==> config.mk <==
export PLATFORM = sky130hd
export DESIGN_NAME = sc_datapath
export DESIGN_NICKNAME = d
export VERILOG_FILES = /design/src/rtl/sc_datapath.sv
export SDC_FILE = /design/constraint.sdc
export NUM_CORES = 1
export LEC_CHECK = 0
export ABC_AREA = 1
export CORE_MARGIN = 1.5
export CORE_UTILIZATION = 47
export DETAILED_ROUTE_END_ITERATION = 6
export GPL_TIMING_DRIVEN = 1
export PLACE_DENSITY = 0.7
export SLEW_MARGIN = 5
export SYNTH_ARGS = -nofsm -noshare
export SYNTH_HDL_FRONTEND = slang
export SYNTH_SLANG_ARGS = --single-unit
export TNS_END_PERCENT = 50
==> constraint.sdc <==
create_clock -name SC_DATAPATH_CLOCK_50 -period 4.1 [get_ports SC_DATAPATH_CLOCK_50]
set_input_delay 0.82 -clock SC_DATAPATH_CLOCK_50 [delete_from_list [all_inputs] [get_ports SC_DATAPATH_CLOCK_50]]
set_output_delay 0.82 -clock SC_DATAPATH_CLOCK_50 [all_outputs]
set_load 0.01 [all_outputs]
==> src/rtl/sc_datapath.sv <==
// Execution datapath for the SC control FSM: GEN/FIX registers, BUS A/B muxes, ALU with active-low flags, BUSC shifter.
// Optional registered debug read port enabled by defining SC_DATAPATH_DEBUG_READ_EN.
module sc_datapath #(
    parameter int DATAWIDTH_BUS                  = 8,
    parameter int DATAWIDTH_DECODER_SELECTION    = 3,
    parameter int DATAWIDTH_MUX_SELECTION        = 3,
    parameter int DATAWIDTH_ALU_SELECTION        = 4,
    parameter int DATAWIDTH_REGSHIFTER_SELECTION = 2,
    parameter logic [DATAWIDTH_BUS-1:0] FIX0_RESET_VALUE = 8'h00,
    parameter logic [DATAWIDTH_BUS-1:0] FIX1_RESET_VALUE = 8'h01
) (
    input  logic                                      SC_DATAPATH_CLOCK_50,
    input  logic                                      SC_DATAPATH_Reset_InLow,
    input  logic [DATAWIDTH_DECODER_SELECTION-1:0]    SC_DATAPATH_DecoderSelectionWrite_In,
    input  logic [DATAWIDTH_MUX_SELECTION-1:0]        SC_DATAPATH_MUXSelectionBUSA_In,
    input  logic [DATAWIDTH_MUX_SELECTION-1:0]        SC_DATAPATH_MUXSelectionBUSB_In,
    input  logic [DATAWIDTH_ALU_SELECTION-1:0]        SC_DATAPATH_ALUSelection_In,
    input  logic                                      SC_DATAPATH_RegSHIFTERLoad_InLow,
    input  logic [DATAWIDTH_REGSHIFTER_SELECTION-1:0] SC_DATAPATH_RegSHIFTERShiftSelection_InLow,
    input  logic                                      SC_DATAPATH_FIXLoad_InLow,
    input  logic [DATAWIDTH_BUS-1:0]                  SC_DATAPATH_FIX0_In,
    input  logic [DATAWIDTH_BUS-1:0]                  SC_DATAPATH_FIX1_In,
    output logic [DATAWIDTH_BUS-1:0]                  SC_DATAPATH_BUSC_Out,
    output logic                                      SC_DATAPATH_Overflow_OutLow,
    output logic                                      SC_DATAPATH_Carry_OutLow,
    output logic                                      SC_DATAPATH_Negative_OutLow,
    output logic                                      SC_DATAPATH_Zero_OutLow
`ifdef SC_DATAPATH_DEBUG_READ_EN
    ,
    input  logic [DATAWIDTH_MUX_SELECTION-1:0]        SC_DATAPATH_DebugSelection_In,
    output logic [DATAWIDTH_BUS-1:0]                  SC_DATAPATH_Debug_Out
`endif
);

    localparam int W = DATAWIDTH_BUS;

    localparam logic [DATAWIDTH_ALU_SELECTION-1:0] ALU_PASS = 4'b0000;
    localparam logic [DATAWIDTH_ALU_SELECTION-1:0] ALU_OR   = 4'b0001;
    localparam logic [DATAWIDTH_ALU_SELECTION-1:0] ALU_AND  = 4'b0010;
    localparam logic [DATAWIDTH_ALU_SELECTION-1:0] ALU_NOT  = 4'b0011;
    localparam logic [DATAWIDTH_ALU_SELECTION-1:0] ALU_XOR  = 4'b0100;
    localparam logic [DATAWIDTH_ALU_SELECTION-1:0] ALU_ADD  = 4'b1000;
    localparam logic [DATAWIDTH_ALU_SELECTION-1:0] ALU_SUB  = 4'b1001;
    localparam logic [DATAWIDTH_ALU_SELECTION-1:0] ALU_INC  = 4'b1010;
    localparam logic [DATAWIDTH_ALU_SELECTION-1:0] ALU_DEC  = 4'b1011;

    localparam logic [DATAWIDTH_REGSHIFTER_SELECTION-1:0] SHIFT_LEFT  = 2'b01;
    localparam logic [DATAWIDTH_REGSHIFTER_SELECTION-1:0] SHIFT_RIGHT = 2'b10;

    logic [W-1:0] reg_gen [4];
    logic [W-1:0] reg_fix0;
    logic [W-1:0] reg_fix1;
    logic [W-1:0] reg_shifter;

    logic [W-1:0] mux_src [8];
    logic [W-1:0] bus_a;
    logic [W-1:0] bus_b;

    logic [W-1:0] alu_result;
    logic         alu_carry;
    logic         alu_overflow;
    logic [W:0]   add_ext;
    logic [W:0]   inc_ext;
    logic [W-1:0] sub_res;
    logic [W-1:0] dec_res;

    // Shared source table for both bus muxes; codes 110/111 read as zero.
    always_comb begin
        mux_src[0] = reg_gen[0];
        mux_src[1] = reg_gen[1];
        mux_src[2] = reg_gen[2];
        mux_src[3] = reg_gen[3];
        mux_src[4] = reg_fix0;
        mux_src[5] = reg_fix1;
        mux_src[6] = '0;
        mux_src[7] = '0;
    end

    assign bus_a = mux_src[SC_DATAPATH_MUXSelectionBUSA_In];
    assign bus_b = mux_src[SC_DATAPATH_MUXSelectionBUSB_In];

    assign add_ext = {1'b0, bus_a} + {1'b0, bus_b};
    assign inc_ext = {1'b0, bus_a} + (W+1)'(1);
    assign sub_res = bus_a - bus_b;
    assign dec_res = bus_a - W'(1);

    always_comb begin
        alu_result   = bus_a;
        alu_carry    = 1'b0;
        alu_overflow = 1'b0;
        case (SC_DATAPATH_ALUSelection_In)
            ALU_PASS: alu_result = bus_a;
            ALU_OR:   alu_result = bus_a | bus_b;
            ALU_AND:  alu_result = bus_a & bus_b;
            ALU_NOT:  alu_result = ~bus_a;
            ALU_XOR:  alu_result = bus_a ^ bus_b;
            ALU_ADD: begin
                alu_result   = add_ext[W-1:0];
                alu_carry    = add_ext[W];
                alu_overflow = (bus_a[W-1] == bus_b[W-1]) && (add_ext[W-1] != bus_a[W-1]);
            end
            ALU_SUB: begin
                alu_result   = sub_res;
                alu_carry    = (bus_a < bus_b);
                alu_overflow = (bus_a[W-1] != bus_b[W-1]) && (sub_res[W-1] != bus_a[W-1]);
            end
            ALU_INC: begin
                alu_result   = inc_ext[W-1:0];
                alu_carry    = inc_ext[W];
                alu_overflow = !bus_a[W-1] && inc_ext[W-1];
            end
            ALU_DEC: begin
                alu_result   = dec_res;
                alu_carry    = (bus_a == '0);
                alu_overflow = bus_a[W-1] && !dec_res[W-1];
            end
            default: alu_result = bus_a;
        endcase
    end

    // Flags are combinational so the control FSM can branch in the same cycle.
    assign SC_DATAPATH_Zero_OutLow     = ~(alu_result == '0);
    assign SC_DATAPATH_Negative_OutLow = ~alu_result[W-1];
    assign SC_DATAPATH_Carry_OutLow    = ~alu_carry;
    assign SC_DATAPATH_Overflow_OutLow = ~alu_overflow;

    assign SC_DATAPATH_BUSC_Out = reg_shifter;

    // GEN writes sample reg_shifter before this edge's load, so they see the old BUSC.
    always_ff @(posedge SC_DATAPATH_CLOCK_50) begin
        if (!SC_DATAPATH_Reset_InLow) begin
            for (int i = 0; i < 4; i++) begin
                reg_gen[i] <= '0;
            end
            reg_fix0    <= FIX0_RESET_VALUE;
            reg_fix1    <= FIX1_RESET_VALUE;
            reg_shifter <= '0;
        end else begin
            if (!SC_DATAPATH_RegSHIFTERLoad_InLow) begin
                reg_shifter <= alu_result;
            end else if (SC_DATAPATH_RegSHIFTERShiftSelection_InLow == SHIFT_LEFT) begin
                reg_shifter <= {reg_shifter[W-2:0], 1'b0};
            end else if (SC_DATAPATH_RegSHIFTERShiftSelection_InLow == SHIFT_RIGHT) begin
                reg_shifter <= {1'b0, reg_shifter[W-1:1]};
            end

            if (SC_DATAPATH_DecoderSelectionWrite_In[DATAWIDTH_DECODER_SELECTION-1:2] == '0) begin
                reg_gen[SC_DATAPATH_DecoderSelectionWrite_In[1:0]] <= reg_shifter;
            end

            if (!SC_DATAPATH_FIXLoad_InLow) begin
                reg_fix0 <= SC_DATAPATH_FIX0_In;
                reg_fix1 <= SC_DATAPATH_FIX1_In;
            end
        end
    end

`ifdef SC_DATAPATH_DEBUG_READ_EN
    always_ff @(posedge SC_DATAPATH_CLOCK_50) begin
        if (!SC_DATAPATH_Reset_InLow) begin
            SC_DATAPATH_Debug_Out <= '0;
        end else begin
            SC_DATAPATH_Debug_Out <= mux_src[SC_DATAPATH_DebugSelection_In];
        end
    end
`endif

endmodule

* Word-level counts from Yosys, hierarchy flattened *
Memories as Yosys holds them, arrays and structs flattened.
Cells that the tools add are included.

cells by class
  add/subtract/negate cells = 4
  multiply operators = 0
  divide/modulo/power cells = 0
  order comparisons = 3
  eq/ne operators = 15
  shifts and indexed selects = 0
  multiplexer cells = 19
  bitwise logic cells = 10
  reductions and logical operators = 9

operator list
  cell                   number
  $mux W8                8
  $pmux W8 S8            1
  $bmux W8 S3            2
  $eq A4 B4 Y1 const B   4
  $logic_not A8 Y1       2
  $add A8 B1 Y9 const B  1
  $add A8 B8 Y9          1
  $and A8 B8 Y8          1
  $eq A4 B2 Y1 const B   2
  $ge A4 B4 Y1 const B   2
  $lt A8 B8 Y1           1
  $not A3 Y4             2
  $not A8 Y8             1
  $or A8 B8 Y8           1
  $pmux W1 S4            2
  $reduce_or A8 Y1       1
  $sub A8 B1 Y8 const B  1
  $sub A8 B8 Y8          1
  $xor A8 B8 Y8          1
  $mux W1                5
  $eq A4 B1 Y1 const B   1
  $eq A4 B3 Y1 const B   1
  $logic_and A1 B1 Y1    4
  $not A1 Y1             4
  other kinds (7)        10

storage, ports and cells
  register bits after elaboration = 24
  latch bits = 0
  memory bits (writable) = 32
  memory bits (read-only) = 0
  input port bits = 35
  output and inout bits = 12
  word-level logic and storage cells = 64
  memories kept = 1

memories
  memory   depth  bits a word  read ports  clocked after memory_dff  wr ports  line  text
  reg_gen  4      8            4           0                         4         50    logic [W-1:0] reg_gen [4];

* Longest topological paths before layout *
  depth after elaboration = 9
  depth in mapped cells = 27
  depth with buffers taken out = 24

* Worst setup path after synthesis *
OpenSTA, ideal clock, no wires.

  path type = in2out
  start = input port SC_DATAPATH_MUXSelectionBUSB_In[0]
  end = output port SC_DATAPATH_Zero_OutLow
  arrival time = 3482 ps
  required time = 3280 ps
  setup slack = -202 ps
  stages = 21
  buffers on the path = 2
  cell sequence = clkbuf_1 inv_1 clkbuf_1 a21oi_1 o21ai_0 nand2_1 a32oi_1 inv_1 ha_1 fa_1 or2_2 nand3_1 nand3_1 nor2_1 nand2_1 inv_1 nand3_1 a21oi_1 nand3_1 nor2_1 nand2_1

between the ends
  cells in the longest elaborated chain, start to end = 8
  elaborated cells between the ends (all ways) = 12
  classes of those cells = add/sub: 2; mux: 4; bitwise: 5; reduce/logical: 1

RTL lines
  what                                          line  text
  start, declared                               16    input logic [DATAWIDTH_MUX_SELECTION-1:0] SC_DATAPATH_MUXSelectionBUSB_In,
  $not A3 Y4 (implied by the code) *            80    assign bus_b = mux_src[SC_DATAPATH_MUXSelectionBUSB_In];
  $bmux W8 S3 *                                 80
  $mux W8 (implied by the code) * (2 in a row)  80
  $sub A8 B8 Y8, or another cell as far along   84    assign sub_res = bus_a - bus_b;
  $pmux W8 S8 *                                 91    case (SC_DATAPATH_ALUSelection_In)
  $logic_not A8 Y1 *                            122   assign SC_DATAPATH_Zero_OutLow = ~(alu_result == '0);
  $not A1 Y1 *                                  122
  end, declared                                 27    output logic SC_DATAPATH_Zero_OutLow

Every way passes the cells marked *; elsewhere a longest branch is shown, timed or not. The select of a mux whose other input is x is not followed.

* Final worst setup path *
  start = input port SC_DATAPATH_MUXSelectionBUSA_In[0]
  end = output port SC_DATAPATH_Zero_OutLow

between the ends
  cells in the longest elaborated chain, start to end = 8
  elaborated cells between the ends (all ways) = 15
  classes of those cells = add/sub: 4; mux: 4; bitwise: 6; reduce/logical: 1

RTL lines
  what                                          line  text
  start, declared                               15    input logic [DATAWIDTH_MUX_SELECTION-1:0] SC_DATAPATH_MUXSelectionBUSA_In,
  $not A3 Y4 (implied by the code) *            79    assign bus_a = mux_src[SC_DATAPATH_MUXSelectionBUSA_In];
  $bmux W8 S3 *                                 79
  $mux W8 (implied by the code) * (2 in a row)  79
  $sub A8 B1 Y8, or another cell as far along   85    assign dec_res = bus_a - W'(1);
  $pmux W8 S8 *                                 91
  $logic_not A8 Y1 *                            122
  $not A1 Y1 *                                  122

Marks and branches as above.

==> summary.txt <==
Slew at the pin with the worst max-slew slack -> 1200 ps
HPWL reported at the end of detailed placement -> 12.9 mm
Total global routing overflow -> 0
Setup-failing EPs final -> 3
Ys async rst share -> 0
Time the worst path needs with I/O delays and setup -> 4360 ps
Minimum setup slack among reg-to-reg paths -> 1190 ps
Num Clock Sinks -> 56
Ports -> 47
Count of buffers from port buffering -> 46
Number of warnings issued by yosys -> 0
Number of diodes -> 0
Post-route worst hold slack -> 506 ps
Clock insertion delay at the later pin of the skew report -> 320 ps
Routability cong. -> 0.979
Reg-to-Reg Start -> reg_gen[2][0]
CP max FO -> 8
Post-Synthesis Cells -> 739
Number of global-route vias before repair -> 5178
Core footprint -> 0.0103 sq mm
Crit share post-route -> 1.06
Clk slew on worst S/H paths -> 110 ps
Fraction of the yosys area taken by sequential cells -> 0.291
Vias after detailed routing -> 5524
Worst hold path stage count -> 2
Area enclosed by the die boundary -> 0.0112 sq mm
Worst clock skew on the final layout -> 9.00 ps
Count of final max-slew check failures -> 0
Crit path required time -> 3280 ps
Worst setup slack before clock tree synthesis -> -1210 ps
Worst Setup Path Type -> input port to output pin
First DRT Iteration DRCs -> 538
Number of buffers created by CTS -> 5
Vias per std cell -> 5.32
Path class of the lowest-slack min-delay path -> flop to flop
Average footprint of a synthesized cell -> 6.70 sq um
Worst endpoint data arrival time -> 3540 ps
Die Height -> 106 um
Layout Cells excl Fill -> 1039
Static leakage -> 3.19 nW
Count of cells along the worst register-to-register path -> 23
Cell count after placement -> 1013
Number of violations of the max-capacitance limit -> 0
Post-synthesis register bit count -> 56
Top FF cell, synth -> sky130_fd_sc_hd__edfxtp_1
Final hold violation count -> 0
Setup repair after global routing missed its margin -> true
Root Driver -> sky130_fd_sc_hd__clkbuf_8
Number of H-tree levels -> 2
Net count of the finished layout -> 969
# hold bufs at CTS -> 0
Post-route total power -> 1.80 mW
Synthesized cell area -> 0.00495 sq mm
Critical path launch point type -> input port
Maximum number of pins on one net before global-route repair -> 28
Number of antenna violations at the first check in global routing -> 0
ANT nets after route -> 0
Violated checks -> setup timing
Power density over the cells -> 264 mW/mm^2
Num rows -> 37
Number of nets produced by synthesis -> 806
Starting density of the core -> 0.482
Distinct cell type count after synthesis -> 42
GRT Util Overall -> 0.299
Max Root-Sink Buffers -> 2
Smallest setup slack after layout -> -255 ps
FF-to-FF End -> SC_DATAPATH_BUSC_Out[6]
Fraction of final layout cells sized beyond drive strength 1 -> 0.268
Sort of element at the end of the critical path -> output pin
Status -> finished, violations left
Horizontal extent of the die -> 106 um
Endpoint, Worst Hold -> reg_fix1[3]
Clock tree from TritonCTS -> done
Worst vdd rail ir drop -> 0.000201 V
Total iterations of the first detailed-routing run -> 5
Sum of routed wire length over all layers -> 16.6 mm
Global-route wire length before repair -> 26.3 mm
Detailed-route DRC error count -> 0
Average routed wire per standard cell -> 16.0 um
Relative area change from synthesis to final layout -> 38.3%
Slew Limit Headroom -> 0.198
Fmax -> 230 MHz
Launch instance of the worst min-delay path -> reg_fix1[3]
EDFF count, synth -> 32
## synth_stat cells, types with 11 or more instances
cell type,instances,area [sq um]
sky130_fd_sc_hd__edfxtp_1,32,961
sky130_fd_sc_hd__o21ai_0,59,295
sky130_fd_sc_hd__clkbuf_1,13,48.8
sky130_fd_sc_hd__nand3_1,58,290
sky130_fd_sc_hd__o211ai_1,11,82.6
sky130_fd_sc_hd__a21oi_1,51,255
sky130_fd_sc_hd__nor2_1,96,360
sky130_fd_sc_hd__nand2_1,159,597
sky130_fd_sc_hd__dfxtp_1,24,480
sky130_fd_sc_hd__ha_1,30,375
sky130_fd_sc_hd__inv_1,99,372
## sequential cells by signal, indices dropped and copies added (netlist names)
signal                count
reg_gen                  32
reg_fix0                  8
SC_DATAPATH_BUSC_Out      8
reg_fix1                  8
## cells by family after synthesis
group	share of synthesized area
simple gates	0.338
compound gates	0.168
flops	0.291
xor+xnor	0.00354
fa+ha+maj	0.0839
buf+inv	0.115
## worst max-delay path: stages
cell	delay (ps)
sky130_fd_sc_hd__buf_2	140
sky130_fd_sc_hd__buf_6	140
sky130_fd_sc_hd__o211ai_1	310
sky130_fd_sc_hd__nand2_4	120
sky130_fd_sc_hd__buf_4	160
sky130_fd_sc_hd__ha_2	180
sky130_fd_sc_hd__fa_2	350
sky130_fd_sc_hd__or2_4	260
sky130_fd_sc_hd__nand3_2	70
sky130_fd_sc_hd__nand3_1	90
sky130_fd_sc_hd__nor2_1	120
sky130_fd_sc_hd__nand2_1	60
sky130_fd_sc_hd__inv_1	70
sky130_fd_sc_hd__nand3_2	80
sky130_fd_sc_hd__a21oi_2	140
sky130_fd_sc_hd__nand3_1	80
sky130_fd_sc_hd__nor2_1	120
sky130_fd_sc_hd__nand2_1	80
sky130_fd_sc_hd__buf_2	140
## final cells by class
type                    instances  area (sq um)
inverters                     112           442
fillers                       947          3430
multi-input cells             549          3190
clock inverters                 3          27.5
clock buffers                   5          68.8
well taps                     136           170
repair buffers                178          1510
flip-flops and latches         56          1440
## power by group
group / internal (mW) / switching, mW / total, mW
clock network: 0.126 / 0.203 / 0.329
registers: 0.631 / 0.0252 / 0.656
logic: 0.371 / 0.449 / 0.820
total: 1.13 / 0.677 / 1.80
## worst max-delay path by stage
stage / start / endpoint / slack (ps)
final: SC_DATAPATH_MUXSelectionBUSA_In[0] / SC_DATAPATH_Zero_OutLow / -260
after global placement: SC_DATAPATH_MUXSelectionBUSB_In[0] / SC_DATAPATH_Zero_OutLow / -1190
after CTS: SC_DATAPATH_MUXSelectionBUSB_In[0] / SC_DATAPATH_Zero_OutLow / -240
after global routing: SC_DATAPATH_MUXSelectionBUSB_In[0] / SC_DATAPATH_Zero_OutLow / -420
after detailed placement: SC_DATAPATH_MUXSelectionBUSB_In[0] / SC_DATAPATH_Zero_OutLow / -1210
after floorplan: SC_DATAPATH_MUXSelectionBUSB_In[0] / SC_DATAPATH_Zero_OutLow / 20
## what timing repair did
item | in CTS | in global routing
gates resized for setup | 92 | 24
endpoints found under the setup margin | 4 | 4
pin swaps | 26 | 16
setup buffers | 17 | 2
## through the flow
stage / utilization / cell area, sq um / setup TNS (ps)
after floorplan: - / 4960 / 0
after global placement: 0.616 / 6330 / -4360
after detailed placement: 0.616 / 6330 / -4650
after CTS: 0.659 / 6780 / -833
after global routing: 0.666 / 6850 / -1300
final: 0.666 / 6850 / -591
## routing by layer
layer	up-vias	track usage	routed length, um
met2	202	0.494	7560
li1	2755	-	-
met5	-	0	0
met4	0	0.0618	236
met1	2545	0.421	7830
met3	22	0.0396	995
## layout by cell type, fill, tap and decap left out, drive strengths merged, types with 2 or more instances in the layout
cell type        n
nand2          173
o22ai            3
clkbuf           6
o21ai           62
a31oi            2
buf            140
ha              30
or2              5
fa               2
xor2             2
o211ai          13
nand3b           3
edfxtp          32
inv            110
nor2           104
clkinv           4
nand3           66
nand4            9
nor3             7
a32oi            9
dfxtp           24
a21oi           53
clkdlybuf4s50   36
No activity file was read; power rests on OpenSTA's default activity.
